$ cat src/rtl/ap_pkg.sv
// rtl/ap_pkg.sv - shared mode codes, command opcodes and FSM state encoding for ap_cam_ctrl
package ap_pkg;

  localparam logic [2:0] MODE_HOLD    = 3'd0;
  localparam logic [2:0] MODE_ROWXROW = 3'd1;
  localparam logic [2:0] MODE_COLXCOL = 3'd2;
  localparam logic [2:0] MODE_COPY_B  = 3'd3;
  localparam logic [2:0] MODE_COPY_R  = 3'd4;
  localparam logic [2:0] MODE_COPY_A  = 3'd5;

  localparam logic [2:0] OP_LOAD   = 3'd0;
  localparam logic [2:0] OP_STORE  = 3'd1;
  localparam logic [2:0] OP_COPYB  = 3'd2;
  localparam logic [2:0] OP_COPYR  = 3'd3;
  localparam logic [2:0] OP_SEARCH = 3'd4;

  typedef enum logic [3:0] {
    S_IDLE     = 4'd0,
    S_LOAD     = 4'd1,
    S_ST_ADDR  = 4'd2,
    S_ST_WAIT1 = 4'd3,
    S_ST_WAIT2 = 4'd4,
    S_ST_OUT   = 4'd5,
    S_COPY     = 4'd6,
    S_SRCH1    = 4'd7,
    S_SRCH0    = 4'd8,
    S_DONE     = 4'd9
  } state_t;

endpackage

$ cat src/rtl/ap_cam_ctrl.sv
// rtl/ap_cam_ctrl.sv - command sequencer driving a cell_A-style CAM array
// Handles row load/store streams, array copies and two-phase masked search.
module ap_cam_ctrl
  import ap_pkg::*;
#(
  parameter int         DATA_WIDTH     = 8,
  parameter int         DATA_DEPTH     = 16,
  parameter int         ADDR_WIDTH_CAM = 8,
  parameter logic [2:0] RowxRow        = MODE_ROWXROW,
  parameter logic [2:0] ColxCol        = MODE_COLXCOL,
  parameter logic [2:0] COPY_B         = MODE_COPY_B,
  parameter logic [2:0] COPY_R         = MODE_COPY_R,
  parameter logic [2:0] COPY_A         = MODE_COPY_A
) (
  input  logic                      clk,
  input  logic                      rst_In,
  input  logic                      cmd_valid,
  output logic                      cmd_ready,
  input  logic [2:0]                cmd_op,
  input  logic [DATA_WIDTH-1:0]     cmd_key,
  input  logic [DATA_WIDTH-1:0]     cmd_mask,
  input  logic                      wr_valid,
  output logic                      wr_ready,
  input  logic [DATA_WIDTH-1:0]     wr_data,
  output logic                      rd_valid,
  input  logic                      rd_ready,
  output logic [DATA_WIDTH-1:0]     rd_data,
  output logic                      match_valid,
  output logic [DATA_DEPTH-1:0]     match_vec,
  output logic                      done,
  output logic [2:0]                cam_mode,
  output logic                      cam_rst_In,
  output logic [ADDR_WIDTH_CAM-1:0] cam_addr_input_rbr,
  output logic [ADDR_WIDTH_CAM-1:0] cam_addr_output_rbr,
  output logic [DATA_WIDTH-1:0]     cam_input_row,
  output logic                      cam_key,
  output logic [DATA_WIDTH-1:0]     cam_mask,
  input  logic [DATA_WIDTH-1:0]     cam_Q_out_row,
  input  logic [DATA_DEPTH-1:0]     cam_tag_row
);

  localparam logic [ADDR_WIDTH_CAM-1:0] LAST_ROW = ADDR_WIDTH_CAM'(DATA_DEPTH - 1);
  // An out-of-range row address disables the array readout.
  localparam logic [ADDR_WIDTH_CAM-1:0] ADDR_OFF = ADDR_WIDTH_CAM'(DATA_DEPTH + 3);
  localparam logic [ADDR_WIDTH_CAM-1:0] ROW_ONE  = ADDR_WIDTH_CAM'(1);

  state_t                    state_q, state_d;
  logic [ADDR_WIDTH_CAM-1:0] row_q, row_d;
  logic [DATA_WIDTH-1:0]     key_q, key_d;
  logic [DATA_WIDTH-1:0]     mask_q, mask_d;
  logic [2:0]                op_q, op_d;
  logic [DATA_DEPTH-1:0]     tmp_q, tmp_d;
  logic [DATA_DEPTH-1:0]     match_vec_q, match_vec_d;
  logic                      match_valid_q, match_valid_d;

  logic unused_modes;
  assign unused_modes = ^{ColxCol, COPY_A};

  always_ff @(posedge clk or negedge rst_In) begin
    if (!rst_In) begin
      state_q       <= S_IDLE;
      row_q         <= '0;
      key_q         <= '0;
      mask_q        <= '0;
      op_q          <= '0;
      tmp_q         <= '0;
      match_vec_q   <= '0;
      match_valid_q <= 1'b0;
    end else begin
      state_q       <= state_d;
      row_q         <= row_d;
      key_q         <= key_d;
      mask_q        <= mask_d;
      op_q          <= op_d;
      tmp_q         <= tmp_d;
      match_vec_q   <= match_vec_d;
      match_valid_q <= match_valid_d;
    end
  end

  always_comb begin
    state_d             = state_q;
    row_d               = row_q;
    key_d               = key_q;
    mask_d              = mask_q;
    op_d                = op_q;
    tmp_d               = tmp_q;
    match_vec_d         = match_vec_q;
    match_valid_d       = 1'b0;
    cmd_ready           = 1'b0;
    wr_ready            = 1'b0;
    rd_valid            = 1'b0;
    done                = 1'b0;
    cam_mode            = MODE_HOLD;
    cam_rst_In          = 1'b1;
    cam_addr_output_rbr = ADDR_OFF;
    cam_key             = 1'b0;
    cam_mask            = '0;

    case (state_q)
      S_IDLE: begin
        // Gated so the handshake reads 0 while reset is held.
        cmd_ready = rst_In;
        if (cmd_valid) begin
          row_d  = '0;
          key_d  = cmd_key;
          mask_d = cmd_mask;
          op_d   = cmd_op;
          case (cmd_op)
            OP_LOAD:            state_d = S_LOAD;
            OP_STORE:           state_d = S_ST_ADDR;
            OP_COPYB, OP_COPYR: state_d = S_COPY;
            OP_SEARCH:          state_d = S_SRCH1;
            default:            state_d = S_DONE;
          endcase
        end
      end
      S_LOAD: begin
        wr_ready = 1'b1;
        cam_mode = RowxRow;
        if (wr_valid) begin
          cam_rst_In = 1'b0;
          row_d      = row_q + ROW_ONE;
          if (row_q == LAST_ROW) state_d = S_DONE;
        end
      end
      S_ST_ADDR: begin
        cam_mode            = RowxRow;
        cam_addr_output_rbr = row_q;
        state_d             = S_ST_WAIT1;
      end
      S_ST_WAIT1: begin
        cam_mode            = RowxRow;
        cam_addr_output_rbr = row_q;
        state_d             = S_ST_WAIT2;
      end
      S_ST_WAIT2: begin
        cam_mode            = RowxRow;
        cam_addr_output_rbr = row_q;
        state_d             = S_ST_OUT;
      end
      S_ST_OUT: begin
        cam_mode            = RowxRow;
        cam_addr_output_rbr = row_q;
        rd_valid            = 1'b1;
        if (rd_ready) begin
          row_d   = row_q + ROW_ONE;
          state_d = (row_q == LAST_ROW) ? S_DONE : S_ST_ADDR;
        end
      end
      S_COPY: begin
        cam_mode   = (op_q == OP_COPYB) ? COPY_B : COPY_R;
        cam_rst_In = 1'b0;
        state_d    = S_DONE;
      end
      // Two compare passes: columns where the key is 1, then where it is 0.
      S_SRCH1: begin
        cam_key  = 1'b1;
        cam_mask = key_q & mask_q;
        tmp_d    = cam_tag_row;
        state_d  = S_SRCH0;
      end
      S_SRCH0: begin
        cam_key       = 1'b0;
        cam_mask      = ~key_q & mask_q;
        match_vec_d   = tmp_q & cam_tag_row;
        match_valid_d = 1'b1;
        state_d       = S_DONE;
      end
      S_DONE: begin
        done    = 1'b1;
        state_d = S_IDLE;
      end
      default: state_d = S_IDLE;
    endcase
  end

  assign rd_data            = cam_Q_out_row;
  assign cam_input_row      = wr_data;
  assign cam_addr_input_rbr = row_q;
  assign match_vec          = match_vec_q;
  assign match_valid        = match_valid_q;

endmodule

$ cat config.mk
export PLATFORM = sky130hd
export DESIGN_NAME = ap_cam_ctrl
export DESIGN_NICKNAME = d
export VERILOG_FILES = /design/src/rtl/ap_pkg.sv /design/src/rtl/ap_cam_ctrl.sv
export SDC_FILE = /design/constraint.sdc
export NUM_CORES = 1
export LEC_CHECK = 0
export ABC_AREA = 1
export CAP_MARGIN = 30
export CORE_MARGIN = 3
export CORE_UTILIZATION = 45
export DETAILED_ROUTE_END_ITERATION = 10
export GPL_ROUTABILITY_DRIVEN = 0
export MAX_ROUTING_LAYER = met4
export PLACE_DENSITY_LB_ADDON = 0.08
export RECOVER_POWER = 50
export SKIP_CTS_REPAIR_TIMING = 1
export SLEW_MARGIN = 10
export SYNTH_ARGS = -nofsm -noshare
export SYNTH_HDL_FRONTEND = slang
export SYNTH_SLANG_ARGS = --single-unit
$ cat constraint.sdc
create_clock -name clk -period 2.2 [get_ports clk]
set_clock_uncertainty 0.15 [all_clocks]
set_input_delay 0.55 -clock clk [delete_from_list [all_inputs] [get_ports clk]]
set_output_delay 0.55 -clock clk [all_outputs]
set_load 0.01 [all_outputs]
==> impl_results.rst <==
.. list-table::
   :header-rows: 1

   * - Metric
     - Value
   * - Wire length of the first global-routing pass
     - between 10000 and 15000 µm
   * - Finished Core Util
     - 69.57%
   * - Post-detailed-route DRC marker count
     - 0
   * - Number of inserted filler cells in the final layout
     - 575
   * - RSZ-0062 raised after global routing
     - true
   * - Clock transition at path regs
     - 70 ps
   * - Number of max-slew violations in the final report
     - 65
   * - Area enclosed by the die boundary
     - 8354 µm²
   * - Lkg Pwr
     - 2.498 nW
   * - Ranking of synthesized cells by instance count
     - nand2_1 (179), dfrtp_1 (64), nor2_1 (45), nand3_1 (28)
   * - Family with the most delay on the worst path
     - buffers and inverters
   * - Number of storage elements in the synthesis netlist
     - 64
   * - Gate count of the mapped netlist
     - roughly 430
   * - CP endpoint kind
     - primary output
   * - Biggest area contributors in the synthesized netlist
     - dfrtp_1 (49%), nand2_1 (20%), nor2_1 (5.1%), nand3_1 (4.3%), buf_4 (3.7%)
   * - Count of unique library cells instantiated by Yosys
     - 29
   * - Die Wd
     - 91.40 µm
   * - Warning count from the yosys run
     - 0
   * - Power Density
     - 1272 nW/µm²
   * - Cell count after placement
     - 619
   * - Flip-flop cell with the highest count after synthesis
     - dfrtp_1
   * - Number of hold-slack violations in the final timing report
     - 0
   * - Final layout net count
     - 603
   * - Placeable Area
     - 6944 µm²
   * - Biggest area consumer among synthesized cells
     - dfrtp_1
   * - ANT nets after route
     - 0
   * - Tightest slew margin relative to the limit
     - -4.454%
   * - Post-detailed-routing wire length
     - 8174 µm
   * - Wire length per cell
     - about 13 µm
   * - Port Buffers
     - 89
   * - Post-Syn Nets
     - 484
   * - Ports
     - about 120
   * - Largest voltage drop on the vdd net
     - 0.6063 mV
   * - Share of async-settable or async-resettable flops after synthesis
     - 100.0%
   * - Ratio of final minimum period to clock period
     - 110.8%
   * - Maximum clock frequency
     - 0.4104 GHz
   * - Std-Cell Rows
     - 30
   * - Critical path's slowest cell
     - dfrtp_1
   * - WP depth
     - 10
   * - Signed area change from the synthesized netlist to the final layout
     - 47.20%
   * - Via count
     - 3062
   * - Actual slew at the worst max-slew pin
     - between 1500 and 2000 ps
   * - GR Overflow Total
     - 0
   * - Total power consumption of the routed design
     - around 6.1 mW
   * - Sort of element at the start of the critical path
     - flop
   * - Seq. cell area
     - ~1600 µm²
   * - TritonCTS clock tree
     - done
   * - Final TNS setup
     - -1614 ps
   * - Highest fanout seen on the critical path
     - 4
   * - Synthesized area per cell
     - around 7.7 µm²
   * - WP buf/inv
     - 6
   * - Number of setup violations in the final report
     - 11
   * - Number of enable flip-flop cells after synthesis
     - 0
   * - Cell mode on critical path
     - buf_6
   * - Data required time of the critical path
     - ~1500 ps
   * - Pin count of the biggest net entering global routing
     - 65
   * - Failing checks
     - max-capacitance violations, max-slew violations, negative setup slack
   * - CP max stage delay
     - roughly 360 ps
   * - Top cell type's share of synthesized area
     - 48.80%
   * - Ordered list of cells on the worst path
     - inv_2 -> buf_4 -> nor2_2 -> nand2_2 -> buf_6 -> inv_4 -> nor2_4 -> buf_6 -> nor3b_2 -> buf_2
   * - Effective utilization at floorplan
     - 47.26%
   * - HPWL after detailed placement
     - 5745 µm
   * - Final worst-path setup slack
     - -236.8 ps
   * - Via count of the first global-routing pass
     - ~2900
   * - Count of placed standard cells in the final layout, fillers left out
     - 647
   * - Run status
     - finished with violations
   * - Total Routing Usage GR
     - 20.41%
   * - TritonCTS buffer count
     - 9
   * - Clock network latency to the later pin of the worst-skew pair
     - 340 ps
   * - Buffer depth of the longest clock path
     - 2
   * - Share of final-layout standard cells stronger than drive strength 1
     - 24.14%
   * - Sinks on Clock Net
     - 64
   * - Detailed-route vias per instance
     - 4.733
   * - Number of levels in the clock H-tree
     - 3
   * - Post-synthesis sequential area ratio
     - just under 50%
   * - Worst-case reg-to-reg path depth
     - 11
   * - Initial antenna violation count
     - 0
   * - Maximum capacitance violations
     - 1
   * - Synthesized cell area
     - ~3300 µm²
   * - Hold-critical path depth
     - 2
   * - Final antenna diode count
     - 0
   * - Crit path kind
     - flop to primary output
   * - Number of iterations in the first detailed-routing pass
     - 4
   * - Worst setup slack before clock tree synthesis
     - -221.7 ps
   * - CTS root buffer
     - clkbuf_8
   * - Total area of multi-input combinational cells
     - 1548 µm²
   * - DRC violation total after the first TritonRoute iteration
     - roughly 130
   * - HP Class
     - flop to flop
   * - Crit path DAT
     - ~1700 ps
   * - Vertical extent of the die
     - 91.40 µm
   * - Most frequently used cell type in the post-synthesis netlist
     - nand2_1
   * - Post-route minimum period
     - 2437 ps
[sequential cells by signal, indices dropped and copies added, names as in the netlist]
register,cells
mask_q,8
tmp_q,16
key_q,8
match_vec,16
state_q,4
op_q,3
match_valid,1
cam_addr_input_rbr,8
[worst reg2reg max path, cell delays in order (launching register included)]
cell and delay, ps:
dfrtp_1 390, buf_4 160, buf_4 140, nor2_4 160
nand2_2 110, buf_4 150, buf_4 120, nor2_1 130
inv_1 50, nand2_1 100, nand2_1 60, nand2_1 80
[power by group]
group | internal [mW] | switching (mW)
combinational | 1.47 | 1.52
clock | 0.675 | 0.482
sequential | 1.67 | 0.325
[stage by stage]
stage          hold slack (ps)  instance area (µm²)
6_report                 321.2                 4831
3_3_place_gp             303.4                 4367
3_5_place_dp             308.7                 4367
5_1_grt                  342.3                 4831
4_1_cts                  270.5                 4596
2_1_floorplan            104.4                 3282
[kinds of logic (layout without fill, tap and decap cells)]
| logic type | count (synthesis) | after routing | synth area share (%) |
|---|---|---|---|
| AND/OR/NAND/NOR | 270 | 270 | 34.96 |
| flip-flops | 64 | 64 | 48.80 |
| XOR/XNOR | 11 | 11 | 2.936 |
| AO/OA/AOI/OAI | 28 | 28 | 4.499 |
| buffers and inverters | 53 | 177 | 8.426 |
| adder cells (fa/ha/maj) | 1 | 1 | 0.3812 |
[cell type report]
cell class,count,share of cell area [%]
clock buffers,10,2.849
clock inverters,6,1.891
inverters,26,2.383
multi-input cells,310,32.04
flip-flops and latches,64,33.15
well taps,96,2.486
repair buffers,135,25.20
[final timing paths]
kind / endpoint / slack [ps] / startpoint
setup reg to reg: state_q[0] / 330 / state_q[1]
hold reg to reg: mask_q[5] / 320 / mask_q[5]
min in group asynchronous: mask_q[0] / 540 / rst_In
hold / removal: mask_q[5] / 320 / mask_q[5]
setup / recovery: cam_mask[6] / -240 / state_q[3]
max in group asynchronous: key_q[6] / 400 / rst_In
[layout by cell type, fill, tap and decap left out, drive strengths merged, types with 5 or more instances in the layout]
cell	Yosys	routed
clkbuf	4	18
xnor2	8	8
inv	26	27
dfrtp	64	64
buf	23	59
nand2	186	186
nand3	28	28
nor2	52	52
clkdlybuf4s50	0	63
o21ai	24	24
dlymetal6s2s	0	5
[metal layers]
layer,track usage (%),routed length [µm]
met1,26.99,3720
met3,3.728,429
met5,-,0
met2,31.22,3914
met4,7.789,110
Note: power is estimated with default switching activity, not from simulation.
==> variant 1: new RTL, same flow settings <==
Re-encode `state_t` (10 states) as Gray code, 4 bits wide.
--- a/src/rtl/ap_pkg.sv
+++ b/src/rtl/ap_pkg.sv
@@ -16,14 +16,14 @@
 
   typedef enum logic [3:0] {
-    S_IDLE     = 4'd0,
-    S_LOAD     = 4'd1,
-    S_ST_ADDR  = 4'd2,
-    S_ST_WAIT1 = 4'd3,
-    S_ST_WAIT2 = 4'd4,
-    S_ST_OUT   = 4'd5,
-    S_COPY     = 4'd6,
-    S_SRCH1    = 4'd7,
-    S_SRCH0    = 4'd8,
-    S_DONE     = 4'd9
+    S_IDLE     = 4'b0000,
+    S_LOAD     = 4'b0001,
+    S_ST_ADDR  = 4'b0011,
+    S_ST_WAIT1 = 4'b0010,
+    S_ST_WAIT2 = 4'b0110,
+    S_ST_OUT   = 4'b0111,
+    S_COPY     = 4'b0101,
+    S_SRCH1    = 4'b0100,
+    S_SRCH0    = 4'b1100,
+    S_DONE     = 4'b1101
   } state_t;
 
Behaviour: same outputs for any inputs over 10 cycles, from zero or initial values and one cycle with rst_In low; not proved beyond that.
==> variant 1 against the original RTL <==
- the flow still finishes with violations (capacitance limit, slew limit, setup timing)
- sequential cell count did not move
- count of clock-buffer cells in the layout grew 3
- synthesized cell count is 4.4% higher
- power rose by 3.7%
- fmax increased by 6.1%
- clock power is 3% higher
- final cell count up 0.62%
- worst setup slack better by 0.14 ns
- die area rose by 4.8%
- sequential power hardly changed
- synthesized area grew 5.2%
- first-iteration DRC count is 2.2% higher
- routed wire length up 6.2%
- cell area decreased by 0.67%
==> variant 1: results <==
sta:
  worstMarginPinSlew_ns: 1.57
  drv_slew: 65
  setup_viol: 9
  final.setup.worst_slack_ns: -0.0977
worst_setup_path:
  path_max_fanout: 6
  slowest_stage: "dfrtp_2"
  cp_slowest_stage_delay_ns: 0.44
  cp.arrival_ns: 1.60
pwr:
  ir_drop_mv: 0.558
  p_leak_nw: 2.55
  cellInternalPower_mw: 3.81
global_routing:
  grt_usage: 0.209
  grt_max_degree: 65
  antenna_found_initial: 1
  grt_pass1_wl_mm: 14.0
  first_global_vias: 2944
route:
  firstDrtPassIters: 4
  wl_per_cell_um: 13.3
  num_vias: 3128
  drt_iter0_markers: 137
logic_synthesis:
  synth_top_family_by_area: "simple AND/OR/NAND/NOR gates"
  synth_common_cells: "nand2_1 (178), dfrtp_1 (64), nand3_1 (49)"
  syn_nets: 503
  synth_seq_area_share: 0.464
  synth_fa_ha_area_frac: 0.00362
  synthXorXnorAreaFrac: 0.00761
  synth_compound_area_frac: 0.0319
  synth_area_leaders: "dfrtp_1 (46%), nand2_1 (19%), nand3_1 (7.1%)"
  synth_ff_type: "dfrtp_1"
layout:
  nNetsFinal: 604
  drive_above_1_share: 0.200
place:
  dp_hpwl_mm: 5.96
clock_tree:
  clk_root_buffer_cell: "clkbuf_8"
  ctsLongestPathBuffers: 2
  clock_latency_ns: 0.33
run:
  max_cap_viol_count: 1
outcome:
  outcome: "complete, but fails checks"
  failed_checks: "capacitance limit, slew limit, setup timing"
-- variant 1: cell count changes in the layout (fill, tap and decap cells not counted), moves of 6 or more --
| cell | change |
|---|---|
| buf_6 | -6 |
| inv_2 | +6 |
| nand3_1 | +24 |
| nand2_4 | +7 |
| buf_4 | -9 |
| nand2_2 | -11 |
-- variant 1: worst paths after layout --
path	start	to	slack, ns	depth (start not counted)
hold / removal	tmp_q[2]$_DFFE_PN0P_	tmp_q[2]$_DFFE_PN0P_	0.32	2
max in group asynchronous	rst_In	state_q[0]$_DFFE_PN0P_	0.26	2
hold reg to reg	tmp_q[2]$_DFFE_PN0P_	tmp_q[2]$_DFFE_PN0P_	0.32	2
min in group asynchronous	rst_In	mask_q[7]$_DFFE_PN0P_	0.59	2
setup / recovery	state_q[3]$_DFFE_PN0P_	cam_addr_output_rbr[1]	-0.1	6
setup reg to reg	state_q[1]$_DFFE_PN0P_	state_q[0]$_DFFE_PN0P_	0.15	10
-- variant 1: cell type report --
type,count,area (µm²)
antenna,1,2.50
clock buffer,13,179
clock inverter,2,60.1
fill,636,2530
inverter,32,123
multi-input combinational,320,1600
sequential,64,1610
tap,99,124
timing repair buffer,120,1100
-- variant 1: per-stage QoR --
step	setup TNS (ns)	power, mW	setup WS (ns)	std cells	instance area [µm²]
after CTS	-9.74	6.18	-0.497	643	4680
after floorplan	0	3.82	0.217	446	3450
after global placement	-0.626	4.90	-0.183	628	4440
final	-0.410	6.37	-0.0977	651	4800
after detailed placement	-0.835	4.97	-0.189	628	4440
after global routing	-1.87	6.88	-0.182	651	4800
-- variant 1: logic make-up after synthesis --
logic type / count (synthesis)
AND/OR/NAND/NOR: 293
flip-flops: 64
buffers and inverters: 63
AO/OA/AOI/OAI: 22
XOR/XNOR: 3
adder cells (fa/ha/maj): 1
-- variant 1: worst max-delay path: cells and delay by family (launching register included) --
| kind | cells | cell delay [ns] |
|---|---|---|
| DFF | 1 | 0.44 |
| and+or+nand+nor | 4 | 0.58 |
| buffers and inverters | 2 | 0.24 |
-- variant 1: power groups by stage --
stage | clock (mW) | combinational (mW) | sequential [mW]
5_1_grt | 1.28 | 3.53 | 2.07
6_report | 1.20 | 3.17 | 2.00
4_1_cts | 1.22 | 2.98 | 1.98
2_1_floorplan | 0 | 1.80 | 2.03
3_3_place_gp | 0 | 2.92 | 1.98
3_5_place_dp | 0 | 2.97 | 2.00
-- variant 1: per-layer routing --
| layer | wire, µm | GRT usage | vias to the layer above |
|---|---|---|---|
| met5 | 0 | - | - |
| met4 | 121 | 0.0746 | 0 |
| met3 | 638 | 0.0531 | 15 |
| met2 | 4120 | 0.323 | 105 |
| met1 | 3790 | 0.268 | 1428 |
| li1 | - | - | 1580 |
==> variant 2: new RTL, config.mk and constraints unchanged <==
Made on the original files. `DATA_WIDTH`: 8 -> 7.
--- a/src/rtl/ap_cam_ctrl.sv
+++ b/src/rtl/ap_cam_ctrl.sv
@@ -4,5 +4,5 @@
   import ap_pkg::*;
 #(
-  parameter int         DATA_WIDTH     = 8,
+  parameter int         DATA_WIDTH     = 7,
   parameter int         DATA_DEPTH     = 16,
   parameter int         ADDR_WIDTH_CAM = 8,
Ports: changed (7 resized); port bits go from 122 to 115. No check against the original RTL was run, so the function may have changed too.
==> variant 2 against the original RTL <==
- the run still ends with capacitance limit, slew limit, setup timing left
- power shrank 10%
- worst setup slack gained 0.069 ns
- clock power shrank 14%
- cell area shrank 5.3%
- sequential cell count shrank 2
- routed wire length shrank 1.4%
- synthesized area shrank 3.0%
- combinational power shrank 12%
- critical endpoint is now cam_mask[0]
- largest power group unchanged
==> variant 2: results <==
outcome:
  outcome: "complete, but fails checks"
  failed_checks: "capacitance limit, slew limit, setup timing"
global_routing:
  use_met3: 0.0368
  grt_pass1_wl_mm: 13.1
  gr-usage-met2: 0.320
  grt_max_degree: 63
  grt_usage: 0.201
  first_global_vias: 2826
pwr:
  p_leak_nw: 2.35
  p_switching_mw: 2.18
  ir_drop_mv: 0.506
logic_synthesis:
  synth_seq_area_share: 0.488
  synth_area_leaders: "dfrtp_1 (49%), nand2_1 (18%), nand3_1 (6.3%)"
  synthXorXnorAreaFrac: 0.0110
  synth_common_cells: "nand2_1 (153), dfrtp_1 (62), nor2_1 (43)"
  synth.distinct_cells: 26
  syn_nets: 465
  syn-instance-count: 412
  synth_fa_ha_area_frac: 0.00393
sta:
  setup_viol: 10
  worstMarginPinSlew_ns: 1.53
  whs_ns: 0.326
  drv_slew: 63
  final.setup.worst_slack_ns: -0.168
route:
  drt_iter0_markers: 154
  wl_per_cell_um: 12.8
  vias_per_cell: 4.80
worst_setup_path:
  ff2ff_setup_slack_ns: 0.20
  cp_slowest_stage_delay_ns: 0.42
  rr_worst_depth: 8
  r2r-end: "key_q[0]$_DFFE_PN0P_"
  cp.arrival_ns: 1.67
run:
  max_cap_viol_count: 1
layout:
  drive_above_1_share: 0.241
  area_growth_pct: 43.8
  nNetsFinal: 580
place:
  place_area_um2: 4210
  place_ws_ns: -0.210
min_path:
  hold_start: "tmp_q[2]$_DFFE_PN0P_"
-- variant 2: cell types whose count changed in the layout (fill, tap and decap cells not counted), sizes merged, moves of 7 or more --
cell and change:
nand3 +12, inv +7, a21oi +13, o21ai -7, xnor2 -7, nand2 -26
-- variant 2: worst max-delay path by stage --
| stage | startpoint | slack (ns) | cells past startpoint | to |
|---|---|---|---|---|
| final | state_q[3]$_DFFE_PN0P_ | -0.17 | 8 | cam_mask[0] |
| after global routing | state_q[3]$_DFFE_PN0P_ | -0.22 | 8 | cam_mask[0] |
| after CTS | state_q[3]$_DFFE_PN0P_ | -0.55 | 6 | cam_mask[0] |
| after detailed placement | wr_valid | -0.21 | 5 | cam_rst_In |
| after global placement | wr_valid | -0.20 | 5 | cam_rst_In |
| after floorplan | state_q[1]$_DFFE_PN0P_ | 0.26 | 6 | cam_mask[0] |
-- variant 2: per-layer routing --
metal / part of all wire / up-vias
li1: - / 1498
met1: 0.45 / 1414
met2: 0.49 / 90
met3: 0.050 / 10
met4: 0.012 / 0
met5: 0 / -
-- variant 2: layout make-up --
cell class              count  area share
flip-flops and latches     62       0.339
well taps                  96      0.0262
repair buffers            130       0.253
clock buffers               9      0.0271
multi-input cells         291       0.311
clock inverters             7      0.0159
inverters                  33      0.0282
-- variant 2: cell families (layout without fill, tap and decap cells) --
family | Yosys count | in the layout
AO/OA/AOI/OAI | 34 | 34
XOR/XNOR | 4 | 4
adder cells (fa/ha/maj) | 1 | 1
buffers and inverters | 59 | 179
flip-flops | 62 | 62
AND/OR/NAND/NOR | 252 | 252
-- variant 2: power by group through the flow --
stage               Sequential (mW)  Clock (mW)  Combinational, mW
floorplan                      1.93           0               1.32
global placement               1.87           0               2.40
detailed placement             1.89           0               2.46
CTS                            1.87        1.02               2.48
global route                   1.95        1.07               2.91
finish                         1.89        1.00               2.62
